==> src/rtl/toy_vdispatch.sv <==
// In-order single-issue vector dispatch: instruction FIFO, per-register countdown scoreboard, registered op buses.
// Optional perf counters are compiled in when TOY_VDISPATCH_PERF_EN is defined.
module toy_vdispatch #(
  parameter int unsigned FIFO_DEPTH = 4,
  parameter int unsigned OPC_W      = 8,
  parameter int unsigned IDX_W      = 5,
  parameter int unsigned ALU_LAT    = 2,
  parameter int unsigned LSU_LAT    = 3
) (
  input  logic             clk,
  input  logic             rst_n,
  input  logic             in_valid,
  output logic             in_ready,
  input  logic [1:0]       in_unit,
  input  logic [OPC_W-1:0] in_opcode,
  input  logic [IDX_W-1:0] in_vs1,
  input  logic [IDX_W-1:0] in_vs2,
  input  logic [IDX_W-1:0] in_rd,
  input  logic             in_rd_wr,
  input  logic             flush,
  output logic             vmtx_op_en,
  output logic [OPC_W-1:0] vmtx_opcode,
  output logic [IDX_W-1:0] vmtx_vs1,
  output logic [IDX_W-1:0] vmtx_vs2,
  output logic             valu_op_en,
  output logic [OPC_W-1:0] valu_opcode,
  output logic [IDX_W-1:0] valu_vs1,
  output logic [IDX_W-1:0] valu_vs2,
  output logic [IDX_W-1:0] valu_rd,
  output logic             vlsu_op_en,
  output logic [OPC_W-1:0] vlsu_opcode,
  output logic [IDX_W-1:0] vlsu_vs1,
  output logic [IDX_W-1:0] vlsu_vs2,
  output logic [IDX_W-1:0] vlsu_rd,
  output logic             illegal_err,
  output logic             busy
`ifdef TOY_VDISPATCH_PERF_EN
  ,
  output logic [31:0]      perf_issue_cnt,
  output logic [31:0]      perf_stall_cnt
`endif
);

  localparam int unsigned PTR_W    = $clog2(FIFO_DEPTH);
  localparam int unsigned MAX_LAT  = (ALU_LAT > LSU_LAT) ? ALU_LAT : LSU_LAT;
  localparam int unsigned CNT_W    = (MAX_LAT > 0) ? $clog2(MAX_LAT + 1) : 1;
  localparam int unsigned NUM_REGS = 1 << IDX_W;

  localparam logic [1:0] UNIT_MTX = 2'd0;
  localparam logic [1:0] UNIT_ALU = 2'd1;
  localparam logic [1:0] UNIT_ILL = 2'd3;

  typedef struct packed {
    logic [1:0]       unit;
    logic [OPC_W-1:0] opcode;
    logic [IDX_W-1:0] vs1;
    logic [IDX_W-1:0] vs2;
    logic [IDX_W-1:0] rd;
    logic             rd_wr;
  } instr_t;

  instr_t             fifo_mem [FIFO_DEPTH];
  instr_t             head;
  logic [PTR_W-1:0]   wr_ptr;
  logic [PTR_W-1:0]   rd_ptr;
  logic [PTR_W:0]     count;
  logic [PTR_W:0]     count_n;
  logic [CNT_W-1:0]   sb_cnt   [NUM_REGS];
  logic [CNT_W-1:0]   sb_cnt_n [NUM_REGS];
  logic [NUM_REGS-1:0] sb_busy;
  logic               empty;
  logic               full;
  logic               push;
  logic               pop;
  logic               hazard;
  logic               issue_mtx;
  logic               issue_alu;
  logic               issue_lsu;
  logic               drop_ill;
  logic               any_pending;

  assign empty    = (count == '0);
  assign full     = (count == (PTR_W+1)'(FIFO_DEPTH));
  assign in_ready = !full && !flush;
  assign push     = in_valid && in_ready;
  assign head     = fifo_mem[rd_ptr];

  // Register 0 is hardwired never-busy.
  always_comb begin
    sb_busy = '0;
    for (int unsigned i = 1; i < NUM_REGS; i++) begin
      sb_busy[IDX_W'(i)] = (sb_cnt[IDX_W'(i)] != '0);
    end
  end

  // Issue decision on the FIFO head.
  always_comb begin
    pop       = 1'b0;
    issue_mtx = 1'b0;
    issue_alu = 1'b0;
    issue_lsu = 1'b0;
    drop_ill  = 1'b0;
    hazard    = sb_busy[head.vs1] || sb_busy[head.vs2] ||
                ((head.unit != UNIT_MTX) && head.rd_wr && sb_busy[head.rd]);
    if (!empty && !flush) begin
      if (head.unit == UNIT_ILL) begin
        pop      = 1'b1;
        drop_ill = 1'b1;
      end else if (!hazard) begin
        pop = 1'b1;
        case (head.unit)
          UNIT_MTX: issue_mtx = 1'b1;
          UNIT_ALU: issue_alu = 1'b1;
          default:  issue_lsu = 1'b1;
        endcase
      end
    end
  end

  // Countdown scoreboard: decrement all, then load the issuing writer's latency.
  always_comb begin
    for (int unsigned i = 0; i < NUM_REGS; i++) begin
      sb_cnt_n[IDX_W'(i)] = (sb_cnt[IDX_W'(i)] != '0) ? sb_cnt[IDX_W'(i)] - CNT_W'(1) : '0;
    end
    if ((issue_alu || issue_lsu) && head.rd_wr && (head.rd != '0)) begin
      sb_cnt_n[head.rd] = issue_alu ? CNT_W'(ALU_LAT) : CNT_W'(LSU_LAT);
    end
  end

  always_comb begin
    any_pending = 1'b0;
    for (int unsigned i = 0; i < NUM_REGS; i++) begin
      any_pending = any_pending || (sb_cnt_n[IDX_W'(i)] != '0);
    end
  end

  always_comb begin
    count_n = count;
    if (flush) begin
      count_n = '0;
    end else if (push && !pop) begin
      count_n = count + (PTR_W+1)'(1);
    end else if (!push && pop) begin
      count_n = count - (PTR_W+1)'(1);
    end
  end

  always_ff @(posedge clk) begin
    if (push) begin
      fifo_mem[wr_ptr] <= '{unit: in_unit, opcode: in_opcode, vs1: in_vs1,
                            vs2: in_vs2, rd: in_rd, rd_wr: in_rd_wr};
    end
  end

  // Pointers wrap naturally since FIFO_DEPTH is a power of two.
  always_ff @(posedge clk or negedge rst_n) begin
    if (!rst_n) begin
      wr_ptr <= '0;
      rd_ptr <= '0;
      count  <= '0;
    end else begin
      count <= count_n;
      if (flush) begin
        wr_ptr <= '0;
        rd_ptr <= '0;
      end else begin
        if (push) wr_ptr <= wr_ptr + PTR_W'(1);
        if (pop)  rd_ptr <= rd_ptr + PTR_W'(1);
      end
    end
  end

  always_ff @(posedge clk or negedge rst_n) begin
    if (!rst_n) begin
      for (int unsigned i = 0; i < NUM_REGS; i++) sb_cnt[IDX_W'(i)] <= '0;
    end else begin
      for (int unsigned i = 0; i < NUM_REGS; i++) sb_cnt[IDX_W'(i)] <= sb_cnt_n[IDX_W'(i)];
    end
  end

  // Op buses: enables pulse per issue, fields hold between issues.
  always_ff @(posedge clk or negedge rst_n) begin
    if (!rst_n) begin
      vmtx_op_en  <= 1'b0;
      vmtx_opcode <= '0;
      vmtx_vs1    <= '0;
      vmtx_vs2    <= '0;
      valu_op_en  <= 1'b0;
      valu_opcode <= '0;
      valu_vs1    <= '0;
      valu_vs2    <= '0;
      valu_rd     <= '0;
      vlsu_op_en  <= 1'b0;
      vlsu_opcode <= '0;
      vlsu_vs1    <= '0;
      vlsu_vs2    <= '0;
      vlsu_rd     <= '0;
      illegal_err <= 1'b0;
      busy        <= 1'b0;
    end else begin
      vmtx_op_en  <= issue_mtx;
      valu_op_en  <= issue_alu;
      vlsu_op_en  <= issue_lsu;
      illegal_err <= drop_ill;
      busy        <= (count_n != '0) || any_pending;
      if (issue_mtx) begin
        vmtx_opcode <= head.opcode;
        vmtx_vs1    <= head.vs1;
        vmtx_vs2    <= head.vs2;
      end
      if (issue_alu) begin
        valu_opcode <= head.opcode;
        valu_vs1    <= head.vs1;
        valu_vs2    <= head.vs2;
        valu_rd     <= head.rd;
      end
      if (issue_lsu) begin
        vlsu_opcode <= head.opcode;
        vlsu_vs1    <= head.vs1;
        vlsu_vs2    <= head.vs2;
        vlsu_rd     <= head.rd;
      end
    end
  end

`ifdef TOY_VDISPATCH_PERF_EN
  logic issue_any;
  logic stall;

  assign issue_any = issue_mtx || issue_alu || issue_lsu;
  assign stall     = !empty && !flush && (head.unit != UNIT_ILL) && hazard;

  // Saturating perf counters, cleared by flush.
  always_ff @(posedge clk or negedge rst_n) begin
    if (!rst_n) begin
      perf_issue_cnt <= '0;
      perf_stall_cnt <= '0;
    end else if (flush) begin
      perf_issue_cnt <= '0;
      perf_stall_cnt <= '0;
    end else begin
      if (issue_any && (perf_issue_cnt != '1)) perf_issue_cnt <= perf_issue_cnt + 32'd1;
      if (stall && (perf_stall_cnt != '1))     perf_stall_cnt <= perf_stall_cnt + 32'd1;
    end
  end
`endif

endmodule

==> config.mk <==
export PLATFORM = sky130hd
export DESIGN_NAME = toy_vdispatch
export DESIGN_NICKNAME = d
export VERILOG_FILES = /design/src/rtl/toy_vdispatch.sv
export SDC_FILE = /design/constraint.sdc
export NUM_CORES = 1
export LEC_CHECK = 0
export ABC_AREA = 1
export ABC_CLOCK_PERIOD_IN_PS = 5200
export BUFFER_PORTS_ARGS = -buffer_cell sky130_fd_sc_hd__buf_4
export CORE_ASPECT_RATIO = 2
export CORE_MARGIN = 2
export CORE_UTILIZATION = 45
export DETAILED_ROUTE_END_ITERATION = 12
export PLACE_DENSITY = 0.72
export SLEW_MARGIN = 20
export SYNTH_ARGS = -nofsm -noshare
export SYNTH_HDL_FRONTEND = slang
export SYNTH_SLANG_ARGS = --single-unit
export TNS_END_PERCENT = 20
==> constraint.sdc <==
create_clock -name clk -period 5.2 [get_ports clk]
set_input_delay 1.04 -clock clk [delete_from_list [all_inputs] [get_ports clk]]
set_output_delay 1.04 -clock clk [all_outputs]
set_load 0.05 [all_outputs]
==> out/qor.yml, run 1 <==
reg2reg_to: "busy$_DFF_PN0_"
grt_pass1_vias: 9126
ys_types: 39
cts_tree: "yes"
crit_path_top_delay_cell: "dfrtp_1"
dp_hpwl_mm: 22.50
total_leakage_power_nw: 6.173
core_area_um2: 24930
utilization_pct: 52.43
finalSetupViolCount: 0
cts_htree_levels: 1
multi_input_area_um2: 4046
numCtsBuffers: 22
drtIter0Drc: 631
ys_top_cells_by_area: "dfrtp_1 (31%), edfxtp_1 (28%), nand2_1 (12%)"
power_density_nw_per_um2: 554.0
crit_path_end_kind: "flip-flop"
holdBufCountCts: 0
dieHeight_um: 228.5
grt.total_usage_pct: 24.28
die_area_um2: 26550
finalNetCount: 1400
holdWs_ns: 0.4332
netlist_area_um2: 11340
min_to: "sb_cnt[62]$_DFF_PN0_"
row_count: 82
port_buffers: 99
rrSetupSlack_ns: 0.95
slew-limit-headroom_pct: 39.58
worstSetupStartpointType: "flip-flop"
synth_warnings: 0
async_flop_share_pct: 57.38
period_share_pct: 81.75
grt_pass1_wl_mm: 49.15
drt-pass1-iter-count: 5
cp_max_fo: 48
ys_seq_area_share_pct: 58.45
drv_slew: 0
cpMostUsedCell: "nand2_1"
overflow: 0
setup_tns_ns: 0
cp_top_family: "simple AND/OR/NAND/NOR gates"
cts_resized: 0
clock.fmax_ghz: 0.2352
min_from: "sb_cnt[62]$_DFF_PN0_"
synth.most_common_cell: "nand2_1"
hold_violations: 0
crit_type: "reg -> reg"
post_cts_buffers: 0
clock_skew_ns: 0.01982
synthTopCellsByCount: "nand2_1 (376), nor2_1 (173), nand3_1 (143)"
routed_via_density: 5.352
ys_seq_elements: 244
syn_inst: 1281
gp_congestion: 0.9811
area_growth_pct: 15.32
die_w_um: 116.2
nFillCells: 2262
ir_drop_v: 0.0003513
timing.rr.start: "rd_ptr[0]$_DFFE_PN0P_"
avgSynthCellArea_um2: 8.849
via_count: 9179
grt_max_degree: 108
clkSinkCount: 244
rsz0062_at_grt: "false"
yosys.area.top_type_share_pct: 30.91
crit_required_ns: 5.60
r2r_cells: 19
wl_mm: 31.59
dp_cells: 1675
tightestPinTransition_ns: 0.9063
final-instance-count-excl-fill: 1715
diodes: 0
ctsRootBufferMaster: "clkbuf_16"
synth_nets: 1318
drcViolationCount: 0
outcome: "finished, final reports clean"
placed_cell_area_um2: 12300
worstPathArrival_ns: 4.65
drv_cap: 0
holdPathStages: 1
regArea_um2: 6626
clock_latency_ns: 0.52
start_util_pct: 45.47
wl_per_cell_um: 18.42
clk_pin_slew_ns: 0.07
fin_crit_ns: 4.251
io_pins: 100
fin_area_um2: 13070
cpPeakStageDelay_ns: 0.64
synth_edf_count: 104
synth-main-ff-cell: "dfrtp_1"
synth_top_area_cell: "dfrtp_1"
hold_class: "reg -> reg"
ant_nets: 0
drive_above_1_share_pct: 13.63
cts_buffer_depth: 3
grt_antenna_before_repair: 0
cp.buffers_inverters: 3
crit_path_cell_trace: "buf_4 -> nand2_1 -> nand2_1 -> nand2_1 -> inv_1 -> nand2_1 -> a21oi_1 -> nor2_1 -> nand3_2 -> nand4_4 -> buf_4 -> nand4_1 -> nand2_1 -> nor2_1 -> nand2_1 -> nor2_1 -> nand2_1 -> nor2_1 -> nand3_1"
[stage by stage]
| step | worst slack [ns] | power (mW) |
|---|---|---|
| after detailed placement | 1.032 | 5.521 |
| after global routing | 0.5663 | 7.582 |
| after CTS | 1.005 | 7.262 |
| final | 0.9488 | 7.242 |
| after global placement | 0.9866 | 5.483 |
| after floorplan | 1.450 | 4.599 |
[layout by cell type (no fill, tap or decap), drive strengths merged, types with 7 or more instances in the layout]
cell / instances
ha: 7
nor2: 175
nand4: 32
o21ai: 101
a21oi: 7
or2: 13
nand3: 151
clkbuf: 28
o22ai: 9
nand2: 382
inv: 92
dfrtp: 140
buf: 112
edfxtp: 104
[sequential cells by signal (all words and copies together), names as in the netlist, 8 cells and up]
name	count
valu_opcode	8
fifo_mem	104
vmtx_opcode	8
sb_cnt	64
vlsu_opcode	8
[per-layer routing]
layer	GRT usage [%]	routed length (um)
met3	3.050	1478
met4	17.22	2623
met5	0	0
met2	42.93	16830
met1	25.85	10660
[how the worst max path moves through the flow]
| stage | end | depth (start not counted) | from |
|---|---|---|---|
| final | busy$_DFF_PN0_ | 19 | rd_ptr[0]$_DFFE_PN0P_ |
| after global routing | busy$_DFF_PN0_ | 21 | rd_ptr[0]$_DFFE_PN0P_ |
| after CTS | busy$_DFF_PN0_ | 19 | rd_ptr[0]$_DFFE_PN0P_ |
| after detailed placement | busy$_DFF_PN0_ | 19 | rd_ptr[0]$_DFFE_PN0P_ |
| after global placement | busy$_DFF_PN0_ | 19 | rd_ptr[0]$_DFFE_PN0P_ |
| after floorplan | fifo_mem[0][0]$_DFFE_PP_ | 3 | flush |
[final cells by class]
type | instances | area share, %
flip-flops and latches | 244 | 50.69
multi-input cells | 889 | 30.95
repair buffers | 113 | 6.537
clock buffers | 27 | 4.604
well taps | 336 | 3.216
inverters | 93 | 2.709
clock inverters | 13 | 1.292
[report_power, final]
| part | internal, mW | switching, mW |
|---|---|---|
| clock | 1.02 | 0.710 |
| combinational | 0.786 | 2.23 |
| sequential | 2.31 | 0.181 |
[kinds of logic (layout without fill, tap and decap cells)]
kind of cell	count (synthesis)	count (layout)	synth area share [%]
AOI/OAI and AO/OA	124	124	6.093
xor gates and xnor gates	1	1	0.07728
adders and majority gates	7	7	0.7726
buffers and inverters	148	246	6.015
DFF	244	244	58.45
and+or+nand+nor	757	757	28.59
No activity file was read; power rests on OpenSTA's default activity.
==> run 2, diff against run 1 <==
ABC_CLOCK_PERIOD_IN_PS = 3550   (was 5200)
PLACE_DENSITY = 0.74   (was 0.72)
clock period = 3.55 ns   (was 5.2 ns; I/O delays follow)
==> out/qor.yml, run 2 (same netlist as run 1, synthesis figures left out) <==
outcome: "finished, final reports clean"
rrSetupSlack_ns: 0.19
cts_buffer_depth: 3
cp_max_fo: 32
tightestPinTransition_ns: 0.7535
overflow: 0
die_area_um2: 26550
numCtsBuffers: 22
total_leakage_power_nw: 6.319
crit_type: "reg -> reg"
dieHeight_um: 228.5
cts_tree: "yes"
period_share_pct: 94.52
finalPower_mw: 10.67
hold_violations: 0
clock_skew_ns: 0.01497
grt.total_usage_pct: 24.47
grt_pass1_wl_mm: 49.46
drcViolationCount: 0
row_count: 82
routed_via_density: 5.338
cts_htree_levels: 1
diodes: 0
io_pins: 100
top_register: "fifo_mem"
dp_hpwl_mm: 22.88
drive_above_1_share_pct: 15.30
drv_cap: 0
die_w_um: 116.2
top_regs: "fifo_mem: 104 flops, sb_cnt: 64 flops"
slew-limit-headroom_pct: 49.76
ant_nets: 0
wl_mm: 32.01
grt_antenna_before_repair: 0
wl_per_cell_um: 18.39
crit_path_end_kind: "flip-flop"
clkSinkCount: 244
grt_max_degree: 85
ctsRootBufferMaster: "clkbuf_16"
rsz0062_at_grt: "false"
setup_tns_ns: 0
holdBufCountCts: 0
drv_slew: 0
fin_crit_ns: 3.355
drtIter0Drc: 672
clk_pin_slew_ns: 0.07
drt-pass1-iter-count: 8
clock_latency_ns: 0.53
largest_reg_flops: 104
hold_class: "in -> async"
worstPathArrival_ns: 3.77
holdWs_ns: 0.2342
ir_drop_v: 0.0005410
via_count: 9293
core_area_um2: 24930
clock.fmax_ghz: 0.2980
finalNetCount: 1428
gp_congestion: 0.9509
worstSetupStartpointType: "flip-flop"
final_cell_mix: "nand2_1 (376), nor2_1 (167), nand3_1 (143), dfrtp_1 (140), buf_4 (130)"
final_common_cell: "nand2_1"
port_buffers: 99
start_util_pct: 45.47
grt_pass1_vias: 9062
finalSetupViolCount: 0
area_growth_pct: 17.77
crit_required_ns: 3.97
power_density_nw_per_um2: 799.3
[run 2: cell types whose count changed in the layout (fill, tap and decap cells not counted), moves of 2 or more]
cell        delta
bufinv_16      -2
buf_4         +18
clkinvlp_4     -2
buf_12         +9
nor2_1         -2
clkbuf_8       -2
nor2_2         +2
buf_6          +2
[run 2: power by group]
group | switching, mW | leakage (nW) | internal (mW)
Sequential | 0.245 | 2.81 | 3.39
Clock | 1.05 | 0.336 | 1.33
Combinational | 3.32 | 3.17 | 1.34
Total | 4.62 | 6.32 | 6.05
[run 2: metrics by stage]
step / cells / utilization [%] / cell area [um2] / worst slack [ns]
after CTS: 1738 / 53.32 / 13290 / 0.1172
after global routing: 1741 / 53.55 / 13350 / 0.009992
after floorplan: 1281 / - / 11340 / 0.1302
after global placement: 1700 / 50.49 / 12590 / 0.2053
after detailed placement: 1700 / 50.49 / 12590 / 0.1439
final: 1741 / 53.55 / 13350 / 0.1946
[run 2: final timing paths]
check | from | end | cells after the start
setup / recovery | rd_ptr[0]$_DFFE_PN0P_ | busy$_DFF_PN0_ | 20
hold / removal | rst_n | vlsu_rd[1]$_DFFE_PN0P_ | 1
setup reg to reg | rd_ptr[0]$_DFFE_PN0P_ | busy$_DFF_PN0_ | 20
hold reg to reg | sb_cnt[62]$_DFF_PN0_ | sb_cnt[62]$_DFF_PN0_ | 1
max in group asynchronous | rst_n | sb_cnt[21]$_DFF_PN0_ | 2
min in group clk | in_opcode[3] | fifo_mem[3][19]$_DFFE_PP_ | 1
[run 2: metal layers]
metal,up-vias,share of wire (%),global-route usage (%)
li1,4430,-,-
met2,286,53,43.15
met1,4460,36,27.36
met5,-,0,0
met3,117,3.3,2.334
met4,0,7.7,15.85
[run 2: layout make-up]
cell class,instances,area (um2)
Timing Repair Buffer,141,1179
Clock buffer,25,583.1
Clock inverter,13,122.6
Tap cell,336,420.4
Fill cell,2256,11580
Inverter,93,359.1
Multi-Input combinational cell,889,4060
Sequential cell,244,6626
[run 2: critical path: stages (launching register included)]
cell and delay [ns]:
dfrtp_1 0.44, inv_4 0.19, buf_4 0.21, nand2_1 0.07
nand3_1 0.07, nand2_1 0.19, inv_1 0.20, nand3_1 0.12
nand3_1 0.09, nand3_1 0.06, nand2_1 0.28, nand4_4 0.15
buf_12 0.20, nand4_1 0.10, nand2_1 0.06, nor2_1 0.19
nand2_1 0.07, nor2_1 0.22, nand2_1 0.10, nor2_1 0.12
nand3_1 0.07
[run 2: timing repair]
action / in CTS / in global routing
resized for setup: 0 / 7
setup endpoints to repair: 0 / 13
hold endpoints to repair: 0 / 0
buffers inserted: 0 / 3
